`src/rtl/nfc_ecc_buf.sv`:
```
// ECC result buffer between the NFC ECC engine and the memory interface.
// Packs encoder parity bytes into words or queues decoder error addresses.
module nfc_ecc_buf #(
  parameter int ECC_DWID = 8,
  parameter int DAT_WID  = 16,
  parameter int ECC_AWID = 12,
  parameter int DEPTH    = 16,
  parameter int AWID     = 4
) (
  input  logic                clk,
  input  logic                rst_n,
  input  logic                nfc_dat_dir,
  input  logic                ecc_clr,
  input  logic                ecc_fifo_wr,
  input  logic [ECC_DWID-1:0] ecc_enc_dat,
  input  logic [ECC_AWID-1:0] ecc_dec_addr,
  input  logic                ecc_done,
  input  logic                mem_if_rd,
  output logic [DAT_WID-1:0]  mem_enc_dat,
  output logic [ECC_AWID-1:0] mem_dec_addr,
  output logic                ecc_enc_rdy,
  output logic                ecc_dec_rdy,
  output logic [AWID:0]       buf_cnt,
  output logic                buf_empty,
  output logic                buf_full,
  output logic                buf_ovf
);

  localparam int RATIO = DAT_WID / ECC_DWID;
  localparam int LWID  = (RATIO > 1) ? $clog2(RATIO) : 1;

  localparam logic [1:0] S_IDLE  = 2'd0;
  localparam logic [1:0] S_FILL  = 2'd1;
  localparam logic [1:0] S_READY = 2'd2;

  logic [1:0]          state;
  logic [1:0]          state_nxt;
  logic                mode;
  logic                cur_mode;
  logic [LWID-1:0]     lane;
  logic [LWID-1:0]     lane_nxt;
  logic                last_lane;
  logic [DAT_WID-1:0]  stage;
  logic [DAT_WID-1:0]  stage_ins;
  logic [DAT_WID-1:0]  commit_dat;
  logic [DAT_WID-1:0]  mem [DEPTH];
  logic [AWID-1:0]     wr_ptr;
  logic [AWID-1:0]     rd_ptr;
  logic [AWID:0]       cnt;
  logic                ovf;
  logic                enc_rdy;
  logic                dec_rdy;
  logic                wr_ok;
  logic                done_ok;
  logic                commit;
  logic                push;
  logic                pop;
  logic                full;
  logic                empty;
  logic [DAT_WID-1:0]  head;

  assign full      = (cnt == (AWID+1)'(DEPTH));
  assign empty     = (cnt == '0);
  assign last_lane = (lane == LWID'(RATIO-1));
  assign head      = mem[rd_ptr];

  // Commit path: pack encode bytes or forward decode addresses
  always_comb begin
    cur_mode   = (state == S_IDLE) ? nfc_dat_dir : mode;
    wr_ok      = ecc_fifo_wr && (state != S_READY) && !ecc_clr;
    done_ok    = ecc_done && (state != S_READY) && !ecc_clr;
    stage_ins  = stage;
    lane_nxt   = lane;
    commit     = 1'b0;
    commit_dat = stage;
    if (wr_ok && cur_mode) begin
      stage_ins[int'(lane)*ECC_DWID +: ECC_DWID] = ecc_enc_dat;
      lane_nxt = last_lane ? '0 : lane + 1'b1;
    end
    if (cur_mode) begin
      commit     = (wr_ok && last_lane) ||
                   (done_ok && (lane_nxt != '0));
      commit_dat = stage_ins;
    end else begin
      commit     = wr_ok;
      commit_dat = DAT_WID'(ecc_dec_addr);
    end
    if (done_ok) lane_nxt = '0;
    pop  = mem_if_rd && !empty && !ecc_clr;
    push = commit && (!full || pop);
  end

  // Sector sequencing
  always_comb begin
    state_nxt = state;
    case (state)
      S_IDLE: begin
        if (done_ok)    state_nxt = S_READY;
        else if (wr_ok) state_nxt = S_FILL;
      end
      S_FILL: begin
        if (done_ok) state_nxt = S_READY;
      end
      S_READY: begin
        if (empty || (cnt == (AWID+1)'(1) && pop))
          state_nxt = S_IDLE;
      end
      default: state_nxt = S_IDLE;
    endcase
    if (ecc_clr) state_nxt = S_IDLE;
  end

  // State, mode, packing and FIFO bookkeeping registers
  always_ff @(posedge clk or negedge rst_n) begin
    if (!rst_n) begin
      state   <= S_IDLE;
      mode    <= 1'b0;
      lane    <= '0;
      stage   <= '0;
      wr_ptr  <= '0;
      rd_ptr  <= '0;
      cnt     <= '0;
      ovf     <= 1'b0;
      enc_rdy <= 1'b0;
      dec_rdy <= 1'b0;
    end else begin
      state <= state_nxt;
      if (state == S_IDLE) mode <= nfc_dat_dir;
      if (ecc_clr) begin
        lane    <= '0;
        stage   <= '0;
        wr_ptr  <= '0;
        rd_ptr  <= '0;
        cnt     <= '0;
        ovf     <= 1'b0;
        enc_rdy <= 1'b0;
        dec_rdy <= 1'b0;
      end else begin
        lane    <= lane_nxt;
        stage   <= (commit || done_ok) ? '0 : stage_ins;
        if (push) wr_ptr <= wr_ptr + 1'b1;
        if (pop)  rd_ptr <= rd_ptr + 1'b1;
        cnt     <= cnt + (AWID+1)'(push) - (AWID+1)'(pop);
        if (commit && full && !pop) ovf <= 1'b1;
        enc_rdy <= done_ok && cur_mode;
        dec_rdy <= done_ok && !cur_mode;
      end
    end
  end

  // Storage array, written on accepted commits
  always_ff @(posedge clk) begin
    if (push) mem[wr_ptr] <= commit_dat;
  end

  assign mem_enc_dat  = (mode && !empty) ? head : '0;
  assign mem_dec_addr = (!mode && !empty) ? head[ECC_AWID-1:0] : '0;
  assign ecc_enc_rdy  = enc_rdy;
  assign ecc_dec_rdy  = dec_rdy;
  assign buf_cnt      = cnt;
  assign buf_empty    = empty;
  assign buf_full     = full;
  assign buf_ovf      = ovf;

endmodule

```
`config.mk`:
```
export PLATFORM = sky130hd
export DESIGN_NAME = nfc_ecc_buf
export DESIGN_NICKNAME = d
export VERILOG_FILES = /design/src/rtl/nfc_ecc_buf.sv
export SDC_FILE = /design/constraint.sdc
export NUM_CORES = 1
export LEC_CHECK = 0
export ABC_CLOCK_PERIOD_IN_PS = 5600
export CAP_MARGIN = 15
export CORE_MARGIN = 1.5
export CORE_UTILIZATION = 60
export CTS_BUF_LIST = sky130_fd_sc_hd__clkbuf_8
export CTS_CLUSTER_SIZE = 25
export DETAILED_ROUTE_END_ITERATION = 7
export GPL_TIMING_DRIVEN = 0
export PLACE_DENSITY = 0.8
export SLEW_MARGIN = 25
export SYNTH_ARGS = -nofsm -noshare
export SYNTH_HDL_FRONTEND = slang
export SYNTH_SLANG_ARGS = --single-unit
```
`constraint.sdc`:
```
create_clock -name clk -period 5.6 [get_ports clk]
set_input_delay 1.12 -clock clk [delete_from_list [all_inputs] [get_ports clk]]
set_output_delay 1.12 -clock clk [all_outputs]
set_load 0.01 [all_outputs]
```
==> flow_summary.toml, run 1 <==
[power]
p_sw_mw = 1.56
power.density_mw_per_mm2 = 397
p_leak_nw = 4.70
ir_worst_vdd_mv = 0.240
switching_share = 0.283
comb_power_share = 0.259
power.internal_mw = 3.94
p_seq_frac = 0.458
pwr-share-clk = 0.283

[timing]
holdWs_ns = 0.426
min_period_ns = 5.02
setup_viol = 0
timing.fmax_ghz = 0.199
rsz0062_at_grt = "no"
maxSlewViolCount = 0
clock_skew_ns = 0.0205
slew-limit-headroom = 0.273
hold_viol_final = 0
worst_pin_slew_ns = 1.09
finalCritPeriodShare = 0.897
fin_ws_ns = 0.578

[clock_network]
clk_pin_slew_ns = 0.06
clock_latency_ns = 0.54
root_buffer = "clkbuf_8"
cts_tree = "yes"
clockBufferDepth = 3
postCtsSetupRepairBufs = 0
cts_sinks = 292
post_cts_resized = 0
htreeDepth = 2
holdBufCountCts = 0
cts_made_buffers = 44

[layout]
area_growth_pct = 16.6
final_util = 0.712
area.sequential_mm2 = 0.00859
fillers = 1185
drive_gt1_frac = 0.209
finalNonFillerCells = 1070
multi_input_area_mm2 = 0.00319
nNetsFinal = 812
finalInstanceArea_mm2 = 0.0139
antenna_cells = 0

[die]
dieArea_mm2 = 0.0207
die_h_um = 144
num_io_pins = 65
die_x_um = 144
rows = 51
core-area_mm2 = 0.0195
initial_core_util = 0.611

[global_routing]
grt_pass1_wl_mm = 40.1
antenna_found_initial = 0
grt_pass1_vias = 6855
grt_overflow = 0
grt_max_degree = 31
grt_usage = 0.273

[place]
place_congestion = 0.883
dp_cells = 993
placed_area_mm2 = 0.0130
io_buffers = 64
dp_hpwl_mm = 17.6
place_ws_ns = 1.07

[worst_setup_path]
cp-start-kind = "flop"
regToRegStartpoint = "state[1]"
critPathKind = "flop to output pin"
crit_start = "buf_cnt[2]"
arrival_ns = 3.90
worstPathMaxFanout = 10
crit_required_ns = 4.48
worstSetupEndpointType = "output pin"

[detailed_routing]
drt_first_iter_violations = 615
vias = 6724
drt_pass1_iterations = 5
drcViolationCount = 0
finalWirelength_mm = 26.8
wire_per_inst_um = 25.0
vias_per_cell = 6.28
postRouteAntennaNets = 0

[synth]
synth_edf_count = 256
synth_top_area_frac = 0.647
synth_nets = 685
netlist-cell-type-count = 47
async_reset_ff_frac = 0.123
synth_most_common_cell = "edfxtp_1"
netlist_top_cells_count = "edfxtp_1, mux4_2, nor2_1, mux2i_1, dfrtp_1"
ys_ff_latch = 292
seq_area_frac_synth = 0.722
syn_area_per_cell_um2 = 18.4
synth_cells = 647
synth_area_mm2 = 0.0119
synthTopCellsByArea = "edfxtp_1, mux4_2, dfrtp_1, mux2i_1, nor2_1"
synth_ff_type = "edfxtp_1"
yosysWarningCount = 0
synth_top_area_cell = "edfxtp_1"

[worst_hold_path]
hold_class = "input pin to async pin"

[outcome]
status = "finished clean"

[run]
maxCapViolCount = 0
==> flip-flops by register name (all words and copies together) (netlist names) <==
register and cells:
mode 1, stage 16, wr_ptr 4, state 2
buf_ovf 1, ecc_enc_rdy 1, buf_cnt 5, mem 256
ecc_dec_rdy 1, rd_ptr 4, lane 1
==> layer usage <==
layer	wire, µm	vias up	global-route usage
li1	-	2849	-
met4	618	0	0.0951
met2	13500	309	0.450
met5	0	-	0
met1	10600	3515	0.369
met3	2110	51	0.0546
==> through the flow <==
| step | setup TNS [ns] | total power [mW] |
|---|---|---|
| 6_report | 0 | 5.50 |
| 5_1_grt | 0 | 5.70 |
| 3_5_place_dp | 0 | 3.97 |
| 4_1_cts | 0 | 5.51 |
| 3_3_place_gp | -31.56 | 3.91 |
| 2_1_floorplan | 0 | 3.44 |
==> cell families (layout without fill, tap and decap cells) <==
| logic type | Yosys count | in the layout | share of synthesized area |
|---|---|---|---|
| xor+xnor | 8 | 8 | 0.00589 |
| simple gates | 108 | 108 | 0.0458 |
| flops | 292 | 292 | 0.722 |
| buf+inv | 48 | 206 | 0.0173 |
| fa+ha+maj | 11 | 11 | 0.0122 |
| compound gates | 66 | 66 | 0.0333 |
| mux | 114 | 114 | 0.163 |
==> critical path, cell delays in order, from the launching register on <==
cell             delay (ns)
dfrtp_1                0.40
inv_1                  0.09
ha_1                   0.22
nor4b_2                0.81
nand3b_1               0.40
clkbuf_1               0.63
o22ai_1                0.24
clkdlybuf4s50_1        0.55
==> power by group through the flow <==
| stage | clock network (mW) | logic (mW) | registers, mW |
|---|---|---|---|
| global route | 1.66 | 1.52 | 2.52 |
| CTS | 1.57 | 1.42 | 2.52 |
| global placement | 0 | 1.35 | 2.56 |
| floorplan | 0 | 0.886 | 2.56 |
| finish | 1.56 | 1.42 | 2.52 |
| detailed placement | 0 | 1.40 | 2.56 |
==> worst paths after layout <==
check	endpoint	slack (ns)	depth (start not counted)
worst max-delay path	mem_enc_dat[7]	0.58	7
worst min-delay path	stage[4]	0.43	1
worst max register to register	mem[6][12]	2.26	8
worst min register to register	buf_ovf	0.52	2
max in group asynchronous	rd_ptr[3]	4.77	2
min in group clk	buf_ovf	0.52	2
==> cell usage in the layout, fill, tap and decap left out, types with 8 or more instances in the layout <==
master and n:
dfrtp_1 36, buf_2 14, inv_1 28, edfxtp_1 256
ha_1 10, buf_1 8, clkdlybuf4s50_1 63, mux2i_1 50
a21oi_2 12, o22ai_1 29, nand2_1 9, clkbuf_8 46
mux4_2 64, clkinv_1 13, clkbuf_1 18, nor2_1 51
buf_4 8, a21oi_1 9
==> cell type report <==
class                      instances  share of cell area
sequential                       292               0.620
multi-input combinational        307               0.230
timing repair buffer              81              0.0559
clock buffer                      46              0.0457
tap                              265              0.0239
buffer                            36              0.0116
clock inverter                    31              0.0104
inverter                          12             0.00325
Power figures use the tool's default switching activity.
==> inputs of run 2 (changes only) <==
DONT_BUFFER_PORTS = 1   (was unset)
PLACE_DENSITY = 0.76   (was 0.8)
==> run 2 against run 1 <==
Register-to-register slack improved by 0.10 ns. Clock skew fell by 0.0065 ns. Critical path depth decreased by 1. Critical endpoint is now mem_enc_dat[10].
==> flow_summary.toml, run 2 (synthesized netlist as in run 1, its figures left out) <==
[outcome]
status = "finished clean"

[worst_hold_path]
hold_class = "input pin to async pin"

[die]
rows = 51
die_h_um = 144
initial_core_util = 0.611
dieArea_mm2 = 0.0207
core-area_mm2 = 0.0195
die_x_um = 144
num_io_pins = 65

[clock_network]
cts_tree = "yes"
post_cts_resized = 0
root_buffer = "clkbuf_8"
postCtsSetupRepairBufs = 0
cts_made_buffers = 45
cts_sinks = 292
htreeDepth = 2
holdBufCountCts = 0
clock_latency_ns = 0.55
clockBufferDepth = 3
clk_pin_slew_ns = 0.06

[global_routing]
grt_usage = 0.267
grt_overflow = 0
grt_pass1_wl_mm = 39.1
grt_pass1_vias = 6764
antenna_found_initial = 0
grt_max_degree = 37

[layout]
regMostFlops = "mem"
antenna_cells = 0
final_util = 0.681
drive_gt1_frac = 0.234
most-common-layout-cells = "edfxtp_1, mux4_2, nor2_1"
nNetsFinal = 748
largest_reg_flops = 256
area_growth_pct = 11.5
final_common_cell = "edfxtp_1"

[timing]
setup_viol = 0
hold_viol_final = 0
fin_ws_ns = 1.21
min_period_ns = 4.39
timing.fmax_ghz = 0.228
maxSlewViolCount = 0
rsz0062_at_grt = "no"
finalCritPeriodShare = 0.784
clock_skew_ns = 0.0140
worst_pin_slew_ns = 1.04
slew-limit-headroom = 0.307

[worst_setup_path]
critPathSlowestCell = "nor4b_4"
arrival_ns = 3.27
worstPathMaxFanout = 10
crit_chain = "inv_1 -> ha_1 -> nor4b_4 -> nand3b_1 -> clkbuf_1 -> o22ai_1"
cp-start-kind = "flop"
worstSetupEndpointType = "output pin"
critPathKind = "flop to output pin"
worst-path-buf-inv = 2
critPathMaxStageDelay_ns = 0.62
crit_required_ns = 4.48
path_delay_family = "simple AND/OR/NAND/NOR gates"

[power]
p_leak_nw = 4.48
ir_worst_vdd_mv = 0.274
power.density_mw_per_mm2 = 403

[detailed_routing]
drt_pass1_iterations = 5
postRouteAntennaNets = 0
finalWirelength_mm = 26.1
vias = 6427
drt_first_iter_violations = 630
wire_per_inst_um = 25.8
drcViolationCount = 0
vias_per_cell = 6.37

[place]
place_ws_ns = 1.73
io_buffers = 0
dp_hpwl_mm = 17.3
place_congestion = 0.868

[run]
maxCapViolCount = 0
run 2: power by group:
| group | switching [mW] | internal, mW | total, mW | leakage, nW |
|---|---|---|---|---|
| combinational | 0.714 | 0.488 | 1.20 | 1.13 |
| clock | 0.787 | 0.823 | 1.61 | 0.477 |
| sequential | 0.0420 | 2.49 | 2.53 | 2.87 |
| total | 1.54 | 3.80 | 5.34 | 4.48 |
run 2: metal layers:
metal,share of wire,global-route usage
met5,0,0
met2,0.48,0.423
met3,0.088,0.0613
met4,0.029,0.0988
met1,0.41,0.368
run 2: layout make-up:
class                           count  area [µm²]
Buffer                             36         160
Clock buffer                       47         647
Clock inverter                     34         165
Fill cell                        1269        6210
Inverter                           12        45.0
Multi-Input combinational cell    307        3190
Sequential cell                   292        8590
Tap cell                          265         332
Timing Repair Buffer               16         123
run 2: worst register-to-register path: stages (launching register included):
cell and delay [ns]:
dfrtp_1 0.43, or2_2 0.33, o22ai_1 0.16, and4b_1 0.21, clkbuf_1 0.25, nand2_1 0.31
nor4b_2 0.69, buf_2 0.33, buf_2 0.24
run 2: final timing paths:
kind,start,endpoint,slack (ns),depth (start not counted)
hold / removal,rst_n,stage[7],0.26,0
setup reg to reg,state[1],mem[6][14],2.36,8
max in group asynchronous,rst_n,wr_ptr[0],5.24,0
hold reg to reg,stage[12],stage[12],0.54,2
setup / recovery,buf_cnt[2],mem_enc_dat[10],1.21,6
min in group clk,stage[12],stage[12],0.54,2
run 2: stage by stage:
step / total power, mW / area [µm²] / setup TNS [ns] / hold WS (ns) / std cells
finish: 5.34 / 13300 / 0 / 0.261 / 1009
floorplan: 3.44 / 11900 / 0 / 0.481 / 647
global placement: 3.71 / 12200 / -20.48 / 0.502 / 912
CTS: 5.36 / 13200 / 0 / 0.230 / 1009
detailed placement: 3.77 / 12400 / 0 / 0.512 / 928
global route: 5.55 / 13300 / 0 / 0.233 / 1009
